==> config.mk <==
export PLATFORM = sky130hd
export DESIGN_NAME = lcd_cmd_seq_flat
export DESIGN_NICKNAME = d
export VERILOG_FILES = /design/src/rtl/lcd_pkg.sv /design/src/rtl/lcd_cmd_seq_if.sv /design/src/rtl/lcd_bus_cycle.sv /design/src/rtl/lcd_cmd_seq.sv /design/src/flat_wrapper.sv
export SDC_FILE = /design/constraint.sdc
export NUM_CORES = 1
export LEC_CHECK = 0
export ABC_CLOCK_PERIOD_IN_PS = 5950
export BUFFER_PORTS_ARGS = -buffer_cell sky130_fd_sc_hd__clkbuf_2
export CORE_MARGIN = 4
export CORE_UTILIZATION = 30
export CTS_BUF_LIST = sky130_fd_sc_hd__clkbuf_4
export DETAILED_ROUTE_END_ITERATION = 10
export PLACE_DENSITY = 0.53
export SETUP_SLACK_MARGIN = 0.15
export SLEW_MARGIN = 20
export SYNTH_ARGS = -nofsm -noshare
export SYNTH_HDL_FRONTEND = slang
export SYNTH_SLANG_ARGS = --single-unit
==> constraint.sdc <==
create_clock -name clk -period 5.95 [get_ports clk]
set_clock_uncertainty 0.2 [all_clocks]
set_input_delay 1.19 -clock clk [delete_from_list [all_inputs] [get_ports clk]]
set_output_delay 1.19 -clock clk [all_outputs]
set_load 0.05 [all_outputs]
==> src/rtl/lcd_pkg.sv <==
// Shared definitions for the LCD command sequencer: control-byte bit
// positions, the DDRAM set-address opcode, and the FSM encodings.
package lcd_pkg;

   localparam int unsigned CTL_VALID    = 7;
   localparam int unsigned CTL_LAST     = 6;
   localparam int unsigned CTL_SET_ADDR = 5;
   localparam int unsigned CTL_RS       = 0;

   localparam logic [7:0] LCD_SET_DDRAM = 8'h80;

   typedef enum logic [2:0] {
      ST_IDLE,
      ST_FETCH,
      ST_ADDR_CYC,
      ST_DATA_CYC,
      ST_DONE
   } seq_state_t;

   typedef enum logic [2:0] {
      PH_IDLE,
      PH_SETUP,
      PH_PULSE,
      PH_HOLD,
      PH_GAP
   } bus_phase_t;

   // Set-DDRAM-address command byte for a 7-bit display address.
   function automatic logic [7:0] ddram_cmd(input logic [6:0] addr);
      return LCD_SET_DDRAM | {1'b0, addr};
   endfunction

endpackage

==> src/rtl/lcd_cmd_seq_if.sv <==
// Register-bank and LCD parallel-bus signals of the command sequencer.
interface lcd_cmd_seq_if;

   logic [4:0] sel_out;
   logic [7:0] Address_in;
   logic [7:0] Control_in;
   logic [7:0] Data_in;
   logic [7:0] status;
   logic       lcd_rs;
   logic       lcd_rw;
   logic       lcd_e;
   logic [7:0] lcd_data;

   modport master (
      output sel_out, status, lcd_rs, lcd_rw, lcd_e, lcd_data,
      input  Address_in, Control_in, Data_in
   );

   modport slave (
      input  sel_out, status, lcd_rs, lcd_rw, lcd_e, lcd_data,
      output Address_in, Control_in, Data_in
   );

endinterface

==> src/rtl/lcd_bus_cycle.sv <==
// One HD44780 bus cycle: SETUP, PULSE (E high), HOLD, GAP, on a shared counter.
// A new go is accepted while idle or in the final GAP cycle so cycles chain
// back-to-back.
module lcd_bus_cycle
   import lcd_pkg::*;
#(
   parameter int unsigned T_SETUP = 2,
   parameter int unsigned T_PULSE = 12,
   parameter int unsigned T_HOLD  = 2,
   parameter int unsigned T_GAP   = 2000,
   parameter int unsigned CNT_W   = 16
) (
   input  logic       clk,
   input  logic       reset,
   input  logic       go,
   input  logic       go_rs,
   input  logic [7:0] go_data,
   output logic       lcd_e,
   output logic       lcd_rs,
   output logic [7:0] lcd_data,
   output logic       idle,
   output logic       last
);

   localparam logic [CNT_W-1:0] SETUP_END = CNT_W'(T_SETUP - 1);
   localparam logic [CNT_W-1:0] PULSE_END = CNT_W'(T_PULSE - 1);
   localparam logic [CNT_W-1:0] HOLD_END  = CNT_W'(T_HOLD - 1);
   localparam logic [CNT_W-1:0] GAP_END   = CNT_W'(T_GAP - 1);

   bus_phase_t       phase, phase_nx;
   logic [CNT_W-1:0] cnt, cnt_nx;
   logic             e_nx, rs_nx;
   logic [7:0]       data_nx;

   assign idle = (phase == PH_IDLE);
   assign last = (phase == PH_GAP) && (cnt == GAP_END);

   // Phase register and registered bus outputs.
   always_ff @(posedge clk) begin
      if (reset) begin
         phase    <= PH_IDLE;
         cnt      <= '0;
         lcd_e    <= 1'b0;
         lcd_rs   <= 1'b0;
         lcd_data <= '0;
      end else begin
         phase    <= phase_nx;
         cnt      <= cnt_nx;
         lcd_e    <= e_nx;
         lcd_rs   <= rs_nx;
         lcd_data <= data_nx;
      end
   end

   // Phase sequencing; rs/data only change when a new cycle is launched.
   always_comb begin
      phase_nx = phase;
      cnt_nx   = cnt + 1'b1;
      e_nx     = lcd_e;
      rs_nx    = lcd_rs;
      data_nx  = lcd_data;
      if (go && (idle || last)) begin
         phase_nx = PH_SETUP;
         cnt_nx   = '0;
         e_nx     = 1'b0;
         rs_nx    = go_rs;
         data_nx  = go_data;
      end else begin
         case (phase)
            PH_SETUP: if (cnt == SETUP_END) begin
               phase_nx = PH_PULSE;
               cnt_nx   = '0;
               e_nx     = 1'b1;
            end
            PH_PULSE: if (cnt == PULSE_END) begin
               phase_nx = PH_HOLD;
               cnt_nx   = '0;
               e_nx     = 1'b0;
            end
            PH_HOLD: if (cnt == HOLD_END) begin
               phase_nx = PH_GAP;
               cnt_nx   = '0;
            end
            PH_GAP: if (cnt == GAP_END) begin
               phase_nx = PH_IDLE;
               cnt_nx   = '0;
            end
            default: cnt_nx = '0;
         endcase
      end
   end

endmodule

==> src/rtl/lcd_cmd_seq.sv <==
// LCD command sequencer: walks the 32-entry command bank, decodes each entry
// and hands one or two bus cycles to lcd_bus_cycle.
module lcd_cmd_seq
   import lcd_pkg::*;
#(
   parameter int unsigned T_SETUP = 2,
   parameter int unsigned T_PULSE = 12,
   parameter int unsigned T_HOLD  = 2,
   parameter int unsigned T_GAP   = 2000,
   parameter int unsigned CNT_W   = 16
) (
   input  logic          clk,
   input  logic          reset,
   input  logic          start,
   output logic          busy,
   output logic          done,
   lcd_cmd_seq_if.master bus
);

   seq_state_t state, state_nx;
   logic       fetch_ph, fetch_nx;
   logic       launched, launched_nx;
   logic [4:0] sel, sel_nx;
   logic       done_sticky, sticky_nx;
   logic [7:0] addr_cmd, addr_nx;
   logic       ent_rs, ent_rs_nx;
   logic [7:0] ent_data, ent_data_nx;
   logic       ent_last, ent_last_nx;
   logic       adv, adv_last;
   logic       go, go_rs;
   logic [7:0] go_data;
   logic       bus_idle, bus_last;
   logic [7:0] ctl;
   logic       unused_bits;

   assign ctl         = bus.Control_in;
   assign unused_bits = ^{bus.Address_in[7], ctl[4:1]};

   assign bus.sel_out = sel;
   assign bus.status  = {busy, done_sticky, 1'b0, sel};
   assign bus.lcd_rw  = 1'b0;

   lcd_bus_cycle #(
      .T_SETUP (T_SETUP),
      .T_PULSE (T_PULSE),
      .T_HOLD  (T_HOLD),
      .T_GAP   (T_GAP),
      .CNT_W   (CNT_W)
   ) u_bus (
      .clk      (clk),
      .reset    (reset),
      .go       (go),
      .go_rs    (go_rs),
      .go_data  (go_data),
      .lcd_e    (bus.lcd_e),
      .lcd_rs   (bus.lcd_rs),
      .lcd_data (bus.lcd_data),
      .idle     (bus_idle),
      .last     (bus_last)
   );

   // State and captured-entry registers.
   always_ff @(posedge clk) begin
      if (reset) begin
         state       <= ST_IDLE;
         fetch_ph    <= 1'b0;
         launched    <= 1'b0;
         sel         <= '0;
         busy        <= 1'b0;
         done        <= 1'b0;
         done_sticky <= 1'b0;
         addr_cmd    <= '0;
         ent_rs      <= 1'b0;
         ent_data    <= '0;
         ent_last    <= 1'b0;
      end else begin
         state       <= state_nx;
         fetch_ph    <= fetch_nx;
         launched    <= launched_nx;
         sel         <= sel_nx;
         busy        <= (state_nx != ST_IDLE);
         done        <= (state_nx == ST_DONE);
         done_sticky <= sticky_nx;
         addr_cmd    <= addr_nx;
         ent_rs      <= ent_rs_nx;
         ent_data    <= ent_data_nx;
         ent_last    <= ent_last_nx;
      end
   end

   // Fetch/decode/index sequencing. The data cycle of a set_addr entry is
   // launched in the address cycle's final GAP cycle so the two run back-to-back.
   always_comb begin
      state_nx    = state;
      fetch_nx    = fetch_ph;
      launched_nx = launched;
      sel_nx      = sel;
      sticky_nx   = done_sticky;
      addr_nx     = addr_cmd;
      ent_rs_nx   = ent_rs;
      ent_data_nx = ent_data;
      ent_last_nx = ent_last;
      adv         = 1'b0;
      adv_last    = ent_last;
      go          = 1'b0;
      go_rs       = ent_rs;
      go_data     = ent_data;
      case (state)
         ST_IDLE: if (start) begin
            state_nx  = ST_FETCH;
            fetch_nx  = 1'b0;
            sel_nx    = '0;
            sticky_nx = 1'b0;
         end
         ST_FETCH: begin
            if (!fetch_ph) begin
               fetch_nx = 1'b1;
            end else begin
               fetch_nx    = 1'b0;
               launched_nx = 1'b0;
               ent_rs_nx   = ctl[CTL_RS];
               ent_data_nx = bus.Data_in;
               ent_last_nx = ctl[CTL_LAST];
               addr_nx     = ddram_cmd(bus.Address_in[6:0]);
               if (!ctl[CTL_VALID]) begin
                  adv      = 1'b1;
                  adv_last = ctl[CTL_LAST];
               end else if (ctl[CTL_SET_ADDR]) begin
                  state_nx = ST_ADDR_CYC;
               end else begin
                  state_nx = ST_DATA_CYC;
               end
            end
         end
         ST_ADDR_CYC: begin
            if (!launched && bus_idle) begin
               go          = 1'b1;
               go_rs       = 1'b0;
               go_data     = addr_cmd;
               launched_nx = 1'b1;
            end else if (launched && bus_last) begin
               go       = 1'b1;
               state_nx = ST_DATA_CYC;
            end
         end
         ST_DATA_CYC: begin
            if (!launched && bus_idle) begin
               go          = 1'b1;
               launched_nx = 1'b1;
            end else if (launched && bus_last) begin
               adv = 1'b1;
            end
         end
         ST_DONE: begin
            state_nx = ST_IDLE;
            sel_nx   = '0;
         end
         default: state_nx = ST_IDLE;
      endcase
      if (adv) begin
         if (adv_last || (sel == '1)) begin
            state_nx  = ST_DONE;
            sticky_nx = 1'b1;
         end else begin
            sel_nx   = sel + 1'b1;
            state_nx = ST_FETCH;
            fetch_nx = 1'b0;
         end
      end
   end

endmodule

==> src/flat_wrapper.sv <==
// flat-port wrapper written by rule: the top's interface ports become plain ports
module lcd_cmd_seq_flat import lcd_pkg::*;
#(
   parameter int unsigned T_SETUP = 2,
   parameter int unsigned T_PULSE = 12,
   parameter int unsigned T_HOLD  = 2,
   parameter int unsigned T_GAP   = 2000,
   parameter int unsigned CNT_W   = 16
)
  (clk, reset, start, busy, done, bus_sel_out, bus_status, bus_lcd_rs, bus_lcd_rw, bus_lcd_e, bus_lcd_data, bus_Address_in, bus_Control_in, bus_Data_in);
  lcd_cmd_seq_if bus_i ();
  input  logic clk;
  input  logic reset;
  input  logic start;
  output logic busy;
  output logic done;
  output wire logic [$bits(bus_i.sel_out)-1:0] bus_sel_out;
  output wire logic [$bits(bus_i.status)-1:0] bus_status;
  output wire logic [$bits(bus_i.lcd_rs)-1:0] bus_lcd_rs;
  output wire logic [$bits(bus_i.lcd_rw)-1:0] bus_lcd_rw;
  output wire logic [$bits(bus_i.lcd_e)-1:0] bus_lcd_e;
  output wire logic [$bits(bus_i.lcd_data)-1:0] bus_lcd_data;
  input wire logic [$bits(bus_i.Address_in)-1:0] bus_Address_in;
  input wire logic [$bits(bus_i.Control_in)-1:0] bus_Control_in;
  input wire logic [$bits(bus_i.Data_in)-1:0] bus_Data_in;
  assign bus_sel_out = bus_i.sel_out;
  assign bus_status = bus_i.status;
  assign bus_lcd_rs = bus_i.lcd_rs;
  assign bus_lcd_rw = bus_i.lcd_rw;
  assign bus_lcd_e = bus_i.lcd_e;
  assign bus_lcd_data = bus_i.lcd_data;
  assign bus_i.Address_in = bus_Address_in;
  assign bus_i.Control_in = bus_Control_in;
  assign bus_i.Data_in = bus_Data_in;
  lcd_cmd_seq #(.T_SETUP(T_SETUP), .T_PULSE(T_PULSE), .T_HOLD(T_HOLD), .T_GAP(T_GAP), .CNT_W(CNT_W)) u_core (.clk(clk), .reset(reset), .start(start), .busy(busy), .done(done), .bus(bus_i));
endmodule
After elaboration in Yosys (flattened, before gate mapping)
Cells that the tools add are included.
{ "op_classes": {"n_addsub": 2, "n_eq_ne": 23, "n_mux": 53, "n_reduce_logical": 22} }
{ "ops": {"columns": ["op", "n"], "rows": [
  ["2-to-1 mux 16 bit", 3],
  ["case mux 16 bit (3 select lines)", 1],
  ["2-to-1 mux 3 bit", 11],
  ["2-to-1 mux 1 bit", 25],
  ["case mux 3 bit (4 select lines)", 2],
  ["adder 16 x 1 -> 16 bit (second input constant)", 1],
  ["equality test 16 x 1 -> 1 bit (second input constant)", 1],
  ["equality test 16 x 11 -> 1 bit (second input constant)", 1],
  ["equality test 16 x 4 -> 1 bit (second input constant)", 1],
  ["2-to-1 mux 8 bit", 2],
  ["2-to-1 mux 5 bit", 3],
  ["equality test 3 x 2 -> 1 bit (second input constant)", 4],
  ["case mux 1 bit (2 select lines)", 5],
  ["case mux 5 bit (2 select lines)", 1],
  ["AND reduction 5 bit", 2],
  ["equality test 3 bit (second input constant)", 3],
  ["!= test 3 bit (second input constant)", 3],
  ["equality test 3 x 1 -> 1 bit (second input constant)", 2],
  ["logical NOT 3 bit", 2],
  ["!= test 2 x 1 -> 1 bit (second input constant)", 3],
  ["!= test 2 bit (second input constant)", 3],
  ["AND reduction 3 bit", 2],
  ["OR reduction 2 bit", 3],
  ["adder 5 x 1 -> 5 bit (second input constant)", 1],
  ["other kinds (10)", 15]
]} }
{ "word_totals": {"register_bits": 60, "in_bits": 27, "word_cells": 117} }

Longest topological paths before layout
{ "logic_depth": {"ltp_word": 9, "ltp_mapped": 7, "mapped_depth_nobuf": 6} }

Modules after synthesis
Synthesis repeated with hierarchy kept, for this count alone.
{ "hier_totals": {"cells_unflattened": 314, "area_unflattened_um2": 2745.1} }
{ "by_module_without_submodules": {"columns": ["mod", "instances", "cells_each", "area_each_um2"], "rows": [
  ["lcd_cmd_seq", 1, 173, 1453.9],
  ["lcd_bus_cycle", 1, 141, 1291.2]
]} }

Worst setup path after synthesis
OpenSTA, ideal clock, no wires.
{ "synth_path": {"path_kind": "input to register", "startpoint": "input port bus_Control_in[7]", "endpoint": "register u_core.sel[3] (netlist: u_core.bus.sel_out[3])", "arrival_ns": 2.318, "path_slack_ns": 3.358, "path_stages": 4, "path_buffers": 0, "cell_sequence": "o21a_1 > a211o_1 > or4_1 > a31oi_1"} }
{ "synth_between": {"elab_chain_cells": 6, "elab_cells_between_ends": 9} }
{ "synth_lines": {"columns": ["item", "line", "rtl"], "rows": [
  ["start, declared", "flat_wrapper.sv:24", "input wire logic [$bits(bus_i.Control_in)-1:0] bus_Control_in;"],
  ["2-to-1 mux 1 bit", "lcd_cmd_seq.sv:125", "if (!ctl[CTL_VALID]) begin"],
  ["2-to-1 mux 1 bit", "lcd_cmd_seq.sv:116", "if (!fetch_ph) begin"],
  ["2-to-1 mux 1 bit", "lcd_cmd_seq.sv:108", "case (state)"],
  ["logical OR 1 bit", "lcd_cmd_seq.sv:161", "if (adv_last || (sel == '1)) begin"],
  ["2-to-1 mux 5 bit", "lcd_cmd_seq.sv:161", null],
  ["2-to-1 mux 5 bit (*)", "lcd_cmd_seq.sv:160", "if (adv) begin"],
  ["end signal, assigned", "lcd_cmd_seq.sv:80", "sel <= sel_nx;"],
  ["end, declared", "lcd_cmd_seq.sv:23", "logic [4:0] sel, sel_nx;"]
]} }
Mark *: on every way between the ends. The rest lies on a longest branch, timed or not.
A chain may end at the register's enable or synchronous reset.

Final worst setup path
{ "layout_path": {"startpoint": "register u_core.state[0]", "endpoint": "register u_core.sel[3] (netlist: u_core.bus.sel_out[3])"} }
{ "layout_between": {"elab_chain_cells": 5, "elab_cells_between_ends": 10} }
{ "layout_lines": {"columns": ["item", "line", "rtl"], "rows": [
  ["start, declared", "lcd_cmd_seq.sv:20", "seq_state_t state, state_nx;"],
  ["start signal, assigned", "lcd_cmd_seq.sv:77", "state <= state_nx;"],
  ["equality test 3 x 1 -> 1 bit", "lcd_cmd_seq.sv:108", null],
  ["2-to-1 mux 1 bit", "lcd_cmd_seq.sv:108", null],
  ["logical OR 1 bit", "lcd_cmd_seq.sv:161", null],
  ["2-to-1 mux 5 bit", "lcd_cmd_seq.sv:161", null],
  ["2-to-1 mux 5 bit (*)", "lcd_cmd_seq.sv:160", null]
]} }
Marked as above.

==> results.ini <==
[drt]
final_antenna_net_count=0
drc=0
vias_per_cell=4.823
wl_per_cell_um=12.60
firstDrtPassIters=4
wirelength_mm=5.756
drt_iter0_markers=74
vias=2204

[layout]
area_delta_synth_final_pct=12.40
final_area_sq_um=3108
nets=375
num-fill-cells=926
multi_input_area_sq_um=1410
fin_util_pct=35.12
n_antenna_cell=0
instances_no_fill=457
most-common-layout-cells=60 x dfxtp_1, 45 x clkbuf_2, 42 x nand2_1
seqCellArea_sq_um=1201
final_common_cell=dfxtp_1
drive_gt1_share_pct=20.92

[clocking]
cts-root-buf=clkbuf_4
clockBufferDepth=2
clock_sinks=60
clk_pin_slew_ns=0.09
cts_tree=done
cts_buffers=9
cts_setup_buffers=0
post_cts_resized=0
worstSkewPairLatency_ns=0.39
htreeDepth=3
postCtsHoldBufs=0

[power_and_ir_drop]
p_total_uw=735.8
ir_drop_v=0.00009709
comb_power_share_pct=7.4
clockPowerShare_pct=36.3
total_leakage_power_uw=0.001122
power_frac_seq_pct=56.3
pwr_density_cell_nw_per_um2=236.7
intPower_uw=548.6
power.net_switching_uw=187.3
switching_share_pct=25.45

[timing]
worstMarginPinSlew_ns=0.9182
clock.fmax_ghz=0.3222
hold_viol=0
fin_tns_setup_ns=0
min_period_ns=3.104
relSlewSlack_pct=38.79
rsz0062_at_grt=false
setup_viol=0
slew_violations=0
finalCritPeriodShare_pct=52.17

[grt]
grt.overflow.total=0
grt_max_degree=44
grt_util_all_layers_pct=11.29
antenna_found_initial=0
grt_pass1_vias=2078
grt_pass1_wl_mm=10.01

[placement]
port_buffers=45
dpl-instance-area_sq_um=2983
gp_congestion=0.7266
placed_cells=441
dp_hpwl_mm=4.047

[critical_path]
crit_path_start_kind=flop
worstPathArrival_ns=3.21
worst_setup_path_end_kind=flop
crit_fanout=21
required_ns=6.06
crit_type=flop to flop

[floorplanning]
die_w_um=104.0
coreArea_sq_um=8848
dieArea_sq_um=10820
fp.dieH_um=104.0
rows=34
start_util_pct=31.25
top_level_ports=53

[synth]
yosys_warnings=0
synth.distinct_cells=54
synth_area_sq_um=2765
syn_inst=312
ys_seq_elements=60
synth_edf_count=0
ys_async_sr_fraction_pct=0
synthFlopType=dfxtp_1
syn_avg_cell_area_sq_um=8.863
ys_seq_area_share_pct=43.44

[worst_hold_path]
min_path_type=flop to flop

[run_status]
run_status=finished clean

[run]
drv_cap=0

kinds of logic (layout without fill, tap and decap cells):
kind of cell             after synthesis  in the layout  share of synthesized area, %
AO/OA/AOI/OAI                         61             61                         15.75
adder cells (fa/ha/maj)                4              4                         1.810
XOR/XNOR                              14             14                         4.434
multiplexers                           9              9                         3.258
AND/OR/NAND/NOR                      135            135                         25.47
flip-flops                            60             60                         43.44
other                                  1              2                        0.1356
buffers and inverters                 28             64                         5.701
worst paths after layout:
check | from | end | slack, ns | cells after the start
hold reg to reg | u_core.ent_rs$_SDFFE_PP0P_ | u_core.ent_rs$_SDFFE_PP0P_ | 0.26 | 2
setup reg to reg | u_core.state[0]$_SDFF_PP0_ | u_core.bus.sel_out[3]$_SDFF_PP0_ | 2.85 | 5
hold / removal | u_core.ent_rs$_SDFFE_PP0P_ | u_core.ent_rs$_SDFFE_PP0P_ | 0.26 | 2
setup / recovery | u_core.state[0]$_SDFF_PP0_ | u_core.bus.sel_out[3]$_SDFF_PP0_ | 2.85 | 5
synthesized netlist by cell type (3+ instances only):
master	instances	share of area, %
dfxtp_1	60	43
nand2_1	42	5.7
nor2_1	40	5.4
a21oi_1	23	4.2
clkbuf_1	10	1.4
a211oi_1	9	2.4
buf_4	9	2.4
mux2i_1	9	3.3
nand3_1	9	1.6
nand4_1	8	1.8
xnor2_1	8	2.5
xor2_1	6	1.9
and3_1	5	1.1
o211ai_1	5	1.4
ha_1	4	1.8
nor3_1	4	0.72
o21a_1	4	1.1
o21ai_0	4	0.72
a31oi_1	3	0.68
and4_1	3	0.95
inv_1	3	0.41
area by class of cell:
class,count,area share [%]
multi-input cells,225,45.37
flip-flops and latches,60,38.65
repair buffers,45,7.246
well taps,108,4.348
clock buffers,9,2.174
clock inverters,7,1.852
inverters,3,0.3623
worst max-delay path, stage by stage, from the launching register on:
cell and delay (ns):
dfxtp_1 0.55, nand4bb_1 0.77, o21a_1 0.46, a211o_1 0.38, or4_1 0.53, a31oi_1 0.13
metal layers:
| metal | track usage [%] | share of wire (%) |
|---|---|---|
| met1 | 14.75 | 50 |
| met2 | 16.95 | 46 |
| met3 | 3.973 | 4.1 |
| met4 | 4.558 | 0.50 |
| met5 | 0 | 0 |
metrics by stage:
| stage | hold WS [ns] | setup WS, ns |
|---|---|---|
| 6_report | 0.2570 | 2.846 |
| 5_1_grt | 0.2847 | 2.477 |
| 4_1_cts | 0.2592 | 2.825 |
| 3_5_place_dp | 0.2464 | 2.849 |
| 3_3_place_gp | 0.2424 | 2.861 |
| 2_1_floorplan | 0.2295 | 3.358 |
power groups by stage:
stage / clock network [uW] / registers [uW] / logic, uW
after floorplan: 0 / 430 / 34.5
after global placement: 0 / 424 / 55.3
after detailed placement: 0 / 424 / 55.3
after CTS: 282 / 415 / 55.4
after global routing: 301 / 416 / 60.1
final: 267 / 415 / 54.5
state kept, by name, indices dropped and copies added (netlist names):
signal / cells
u_core.bus.sel_out: 5
u_core.u_bus.lcd_e: 1
u_core.u_bus.phase: 3
u_core.done: 1
u_core.u_bus.lcd_data: 8
u_core.busy: 1
u_core.ent_data: 8
u_core.launched: 1
u_core.fetch_ph: 1
u_core.ent_rs: 1
u_core.u_bus.lcd_rs: 1
u_core.done_sticky: 1
u_core.addr_cmd: 8
u_core.state: 3
u_core.u_bus.cnt: 16
u_core.ent_last: 1
Note: power is estimated with default switching activity, not from simulation.
